--- src/rtl/frame_packer_pkg.sv ---
// frame_packer_pkg: shared constants and types for the 48-word frame packer.
// Provides word/frame/index types, the FILL/FULL state enum and counter widths.
package frame_packer_pkg;

    localparam int WORD_W  = 10;
    localparam int N_WORDS = 48;
    localparam int IDX_W   = $clog2(N_WORDS);
    localparam int CNT_W   = 16;

    typedef logic [WORD_W-1:0]               word_t;
    typedef logic [N_WORDS-1:0][WORD_W-1:0]  frame_t;
    typedef logic [IDX_W-1:0]                idx_t;
    typedef logic [CNT_W-1:0]                cnt_t;

    typedef enum logic {
        FILL = 1'b0,
        FULL = 1'b1
    } state_t;

    localparam idx_t LAST_IDX = idx_t'(N_WORDS - 1);

endpackage

--- src/rtl/frame_packer_ctr.sv ---
// frame_packer_ctr: slot index counter for the frame packer.
// Ports: clk, rst (async high), inc, clr -> idx (current slot), last (idx at final slot).
module frame_packer_ctr
    import frame_packer_pkg::*;
(
    input  logic clk,
    input  logic rst,
    input  logic inc,
    input  logic clr,
    output idx_t idx,
    output logic last
);

    assign last = (idx == LAST_IDX);

    // Wraps to slot 0 after the final slot so the next frame starts clean.
    always_ff @(posedge clk or posedge rst) begin
        if (rst) begin
            idx <= '0;
        end else if (clr) begin
            idx <= '0;
        end else if (inc) begin
            idx <= last ? '0 : idx + idx_t'(1);
        end
    end

endmodule

--- src/rtl/frame_packer.sv ---
// frame_packer: packs 48 10-bit words into one 480-bit frame over valid/ready handshakes.
// Ports: clk, rst (async high); in_valid/in_ready/in_data/in_flush word side;
// frame_valid/frame_ready/frame_data frame side; frame_cnt counts handed-off frames.
// Build option FRAME_PACKER_PARITY_EN adds in_parity and sticky frame_perr.
module frame_packer
    import frame_packer_pkg::*;
(
    input  logic  clk,
    input  logic  rst,
    input  logic  in_valid,
    output logic  in_ready,
    input  word_t in_data,
    input  logic  in_flush,
`ifdef FRAME_PACKER_PARITY_EN
    input  logic  in_parity,
    output logic  frame_perr,
`endif
    output logic  frame_valid,
    input  logic  frame_ready,
    output frame_t frame_data,
    output cnt_t  frame_cnt
);

    state_t state_q;
    state_t state_d;
    frame_t frame_q;
    cnt_t   cnt_q;
    idx_t   idx;
    logic   last;
    logic   accept;
    logic   handoff;
    logic   flush_fill;

    // in_ready is held low while reset is asserted so every output reads 0.
    assign in_ready    = (state_q == FILL) && !in_flush && !rst;
    assign accept      = in_valid && in_ready;
    assign frame_valid = (state_q == FULL);
    assign handoff     = frame_valid && frame_ready;
    assign flush_fill  = in_flush && (state_q == FILL);

    assign frame_data  = frame_q;
    assign frame_cnt   = cnt_q;

    frame_packer_ctr u_ctr (
        .clk  (clk),
        .rst  (rst),
        .inc  (accept),
        .clr  (flush_fill),
        .idx  (idx),
        .last (last)
    );

    always_ff @(posedge clk or posedge rst) begin
        if (rst) begin
            state_q <= FILL;
        end else begin
            state_q <= state_d;
        end
    end

    always_comb begin
        state_d = state_q;
        unique case (state_q)
            FILL: if (accept && last) state_d = FULL;
            FULL: if (frame_ready)    state_d = FILL;
            default: state_d = FILL;
        endcase
    end

    // Slots are only ever overwritten, never cleared outside reset.
    always_ff @(posedge clk or posedge rst) begin
        if (rst) begin
            frame_q <= '0;
        end else if (accept) begin
            frame_q[idx] <= in_data;
        end
    end

    always_ff @(posedge clk or posedge rst) begin
        if (rst) begin
            cnt_q <= '0;
        end else if (handoff) begin
            cnt_q <= cnt_q + cnt_t'(1);
        end
    end

`ifdef FRAME_PACKER_PARITY_EN
    logic perr_q;

    always_ff @(posedge clk or posedge rst) begin
        if (rst) begin
            perr_q <= 1'b0;
        end else if (handoff || flush_fill) begin
            perr_q <= 1'b0;
        end else if (accept && (^{in_parity, in_data})) begin
            perr_q <= 1'b1;
        end
    end

    assign frame_perr = perr_q;
`endif

endmodule
--- config.mk ---
export PLATFORM = sky130hd
export DESIGN_NAME = frame_packer
export DESIGN_NICKNAME = d
export VERILOG_FILES = /design/src/rtl/frame_packer_pkg.sv /design/src/rtl/frame_packer_ctr.sv /design/src/rtl/frame_packer.sv
export SDC_FILE = /design/constraint.sdc
export NUM_CORES = 1
export LEC_CHECK = 0
export BUFFER_PORTS_ARGS = -buffer_cell sky130_fd_sc_hd__buf_2
export CORE_MARGIN = 2
export CORE_UTILIZATION = 39
export DETAILED_ROUTE_END_ITERATION = 10
export HOLD_SLACK_MARGIN = 0.06
export PLACE_DENSITY = 0.62
export SYNTH_ARGS = -nofsm -noshare
export SYNTH_HDL_FRONTEND = slang
export SYNTH_SLANG_ARGS = --single-unit
--- constraint.sdc ---
create_clock -name clk -period 46.8 [get_ports clk]
set_input_delay 2.34 -clock clk [delete_from_list [all_inputs] [get_ports clk]]
set_output_delay 2.34 -clock clk [all_outputs]
set_load 0.02 [all_outputs]
---- Word-level counts from Yosys, hierarchy flattened ----
Index checks and enable logic that the tools add are counted.
cells by class
  add/sub/neg operators ................... 2
  multipliers ............................. 0
  divide/modulo/power cells ............... 0
  $lt $le $gt $ge ......................... 2
  equal/unequal tests ..................... 1
  shift-type cells ........................ 0
  muxes and demuxes ....................... 9
  bitwise gates (word level) .............. 1
  reductions and logical operators ........ 10
operators by type and width
  operator                 number
  $bwmux W480              1
  $demux W10 S6            1
  $mux W6                  3
  $add A16 B1 Y16 const B  1
  $mux W10                 1
  $logic_and A1 B1 Y1      7
  $lt A6 B7 Y1 const B     1
  $add A6 B1 Y6 const B    1
  $eq A6 B6 Y1 const B     1
  $ge A6 B1 Y1 const B     1
  $logic_not A1 Y1         2
  $mux W1                  2
  $pmux W1 S2              1
  $reduce_bool A2 Y1       1
  $not A1 Y1               1
word-level totals
  register bits ........................... 503
  latch bits .............................. 0
  memory bits (writable) .................. 0
  memory bits (read-only) ................. 0
  input port bits ......................... 15
  memories ................................ 0

---- Logic depth before layout (Yosys ltp) ----
  word-level depth ........................ 7
  mapped depth ............................ 6
  gate-level depth less buffers ........... 5

---- Hierarchy ----
Synthesis repeated with hierarchy kept, for this count alone.
unflattened totals
  cell total of the unflattened synthesis .. 1,197
  area total of the unflattened synthesis .. 19,198.4 µm²
by module, submodules not included
  module            instances  cells an instance  area each (µm²)
  frame_packer      1          1,162              18,868.1
  frame_packer_ctr  1          35                 330.3

---- Least setup slack after synthesis ----
Ideal clock, no wire load.
  kind .................................... input -> output
  start ................................... in in_flush
  end ..................................... out in_ready
  arrival ................................. 2,837 ps
  required time ........................... 44,460 ps
  setup slack ............................. 41,623 ps
  cell stages on the path ................. 1
  buffers on the path ..................... 0
  cell sequence ........................... nor3_1
on the way
  word-level cells in the longest chain between the ends .. 3
ends and longest elaborated chain
  element                            RTL line            RTL
  start, declared                    frame_packer.sv:13  input logic in_flush,
  $logic_not A1 Y1                   frame_packer.sv:35  assign in_ready = (state_q == FILL) && !in_flush && !rst;
  $logic_and A1 B1 Y1 (2 in series)  frame_packer.sv:35
  end, declared                      frame_packer.sv:11  output logic in_ready,
Every way passes these cells.

---- Final worst setup path ----
Same ends and word-level chain as after synthesis.

==> results.tsv <==
metric	value	unit
Clock Skew	15.4	ps
largest net degree at the start of global routing	139	
Slew Viols, Final	0	
clk slew on worst S/H paths	60	ps
met2 GRT Util	36.6	%
effective utilization at floorplan	39.4	%
met1 Use GR	27.1	%
most common cell in the netlist	dfrtp_1	
Synth cell types	36	
pwr dens	37.6	mW/mm^2
Filler cells	4363	
Die ar.	0.0511	sq mm
FFs w/ async S/R, synth	100	%
Die Width	226	microns
Clock Latency Late Sink	600	ps
Inst Count DP	2317	
initial antenna violation count	0	
DRT Pass-1 Iters	4	
clk sinks	503	
Most Used Layer, Global Route	met2	
share of cells above drive strength 1	65.6	%
Avg Cell Area, Syn	16.1	sq um
critical path capture point type	primary output	
met3 Use GR	5.53	%
Cell Count, Final, Fillers Out	2415	
synthesized area	0.0192	sq mm
fin nets	1725	
r2r startpoint	frame_valid$_DFF_PP0_	
worst vdd ir	0.0000247	V
worst path arrival time	2980	ps
number of flops mapped to enable cells by yosys	0	
Detailed Place HPWL	36.7	mm
GR Overflow Total	0	
Pleak	13.7	nW
vias in the first global route	12500	
ratio of routed vias to standard cells	4.98	
final core occ	49.7	%
Hold Path Stages	1	
outcome	finished, final reports clean	
worst relative slew slack	29.8	%
H-tree depth	2	
Total GRT Usage	21.9	%
area delta synth->final	26.1	%
Worst Reg2Reg Path Length in Cells	4	
sequential fraction of the synthesis area	65.4	%
Port Buffers	512	
Die Y	226	microns
Post-CTS Resized	0	
fin crit share	11.4	%
hold-fix buffer count after cts	0	
Synth Register Bits	503	
Peak Freq	188	MHz
Std-Cell Rows	81	
Hold Startpoint	frame_cnt[15]$_DFFE_PP0P_	
total design power	914	uW
core area	0.0488	sq mm
syn_nets	1210	
TNS Setup	0	ps
critical path fanouts, max	4	
DRC marker count from the first detailed-route iteration	602	
Bufs on Longest Clock Path	3	
top post-synthesis cells by count	503 x dfrtp_1, 481 x mux2_2, 64 x clkbuf_1	
FF/Latch Area	0.0126	sq mm
Tmin final	5320	ps
first-pass GRT wire length	82.6	mm
Hold Path Class	flop to flop	
Ports	513	
routed len/inst	23.4	microns
Antenna Nets Post-Route	0	
CP required	44460	ps
area of the multi-input gates	0.00638	sq mm
Remaining DRCs	0	
final instance area	0.0243	sq mm
largest cells by area after synthesis	dfrtp_1 65%, mux2_2 28%, clkbuf_1 1.2%, nand2_2 0.78%, nor2_2 0.78%	
Vias	12000	
unrepaired setup endpoints after global routing	false	
MaxCap Viol Count	0	
leading area contributor after synthesis	dfrtp_1	
final hold vios	0	
CTS tree	built	
Num CTS Buffers	53	
Worst-Margin Slew	1050	ps
gpl congestion	0.760	
instance area at placement	0.0225	sq mm
Worst setup SP type	primary input	
setup violators final	0	
critical path type	primary input to primary output	
Worst Setup SP	in_flush	
Main synth FF type	dfrtp_1	
root buf cell	clkbuf_16	
Yosys top cell area share	65.4	%
Setup Buffers After CTS	0	
YS warnings	0	
synthesized netlist cell count	1193	
Routed WL	56.6	mm
flip-flops by register name (all words and copies together), names as in the netlist:
register and cells:
frame_valid 1, u_ctr.idx 6, frame_cnt 16, frame_data 480
metrics by stage:
| stage | hold WS [ps] | worst slack (ps) |
|---|---|---|
| global route | 504 | 40890 |
| global placement | 456 | 40820 |
| detailed placement | 461 | 40720 |
| finish | 462 | 41480 |
| floorplan | 582 | 30420 |
| CTS | 470 | 41360 |
routing by layer:
metal	wire length [microns]	part of all wire (%)	up-vias
met4	2320	4.1	0
met1	23100	41	6355
li1	-	-	5229
met2	28000	49	339
met5	0	0	-
met3	3160	5.6	111
path summary, 6_finish.rpt:
| check | to | slack, ps |
|---|---|---|
| setup / recovery | in_ready | 41480 |
| hold / removal | frame_cnt[15]$_DFFE_PP0P_ | 460 |
| setup reg to reg | frame_data[292]$_DFFE_PP0P_ | 43860 |
| hold reg to reg | frame_cnt[15]$_DFFE_PP0P_ | 460 |
| max in group asynchronous | frame_data[379]$_DFFE_PP0P_ | 41560 |
| min in group asynchronous | frame_data[41]$_DFFE_PP0P_ | 1960 |
report_power, final:
group          switching, mW  internal [mW]
Sequential           0.00341          0.441
Combinational         0.0326         0.0103
Clock                  0.173          0.254
Total                  0.209          0.705
worst max-delay path, stage by stage:
cell and delay [ps]:
buf_2 130, nor3_1 280, buf_2 230
final cells by class:
class / instances / area share [%]
Multi-Input combinational cell: 620 / 26.3
Clock buffer: 82 / 6.66
Tap cell: 664 / 3.42
Clock inverter: 15 / 0.691
Antenna cell: 1 / 0.0103
Inverter: 4 / 0.0928
Timing Repair Buffer: 526 / 11.0
Sequential cell: 503 / 51.8
cells by family after synthesis:
group                      after synthesis  share of synthesized area, %
adders and majority gates                2                         0.130
xor gates and xnor gates                16                         0.728
muxes                                  481                          28.1
and+or+nand+nor                        113                          3.87
DFF                                    503                          65.4
buffers and inverters                   70                          1.44
AOI/OAI and AO/OA                        8                         0.286
layout by cell type, fill, tap and decap left out, types with 2 or more instances in the layout:
cell type	netlist	routed
nand2_2	24	24
inv_1	4	3
clkbuf_8	0	14
mux2_2	481	481
clkinvlp_4	0	4
buf_4	0	14
nand2_1	14	14
nand3_1	9	9
nand2b_1	2	2
and2_1	2	2
nor2_2	24	24
nand3b_1	2	2
dfrtp_1	503	503
nand4_1	4	4
a21oi_1	3	3
ha_1	2	2
nor2_1	8	8
xnor2_1	10	10
buf_2	0	512
xor2_1	6	6
bufinv_16	0	3
nand4b_1	3	3
nor2b_1	4	4
clkbuf_16	0	55
nor3_1	4	4
nor4b_4	4	4
clkbuf_1	64	13
clkinv_2	0	6
Note: power is estimated with default switching activity, not from simulation.
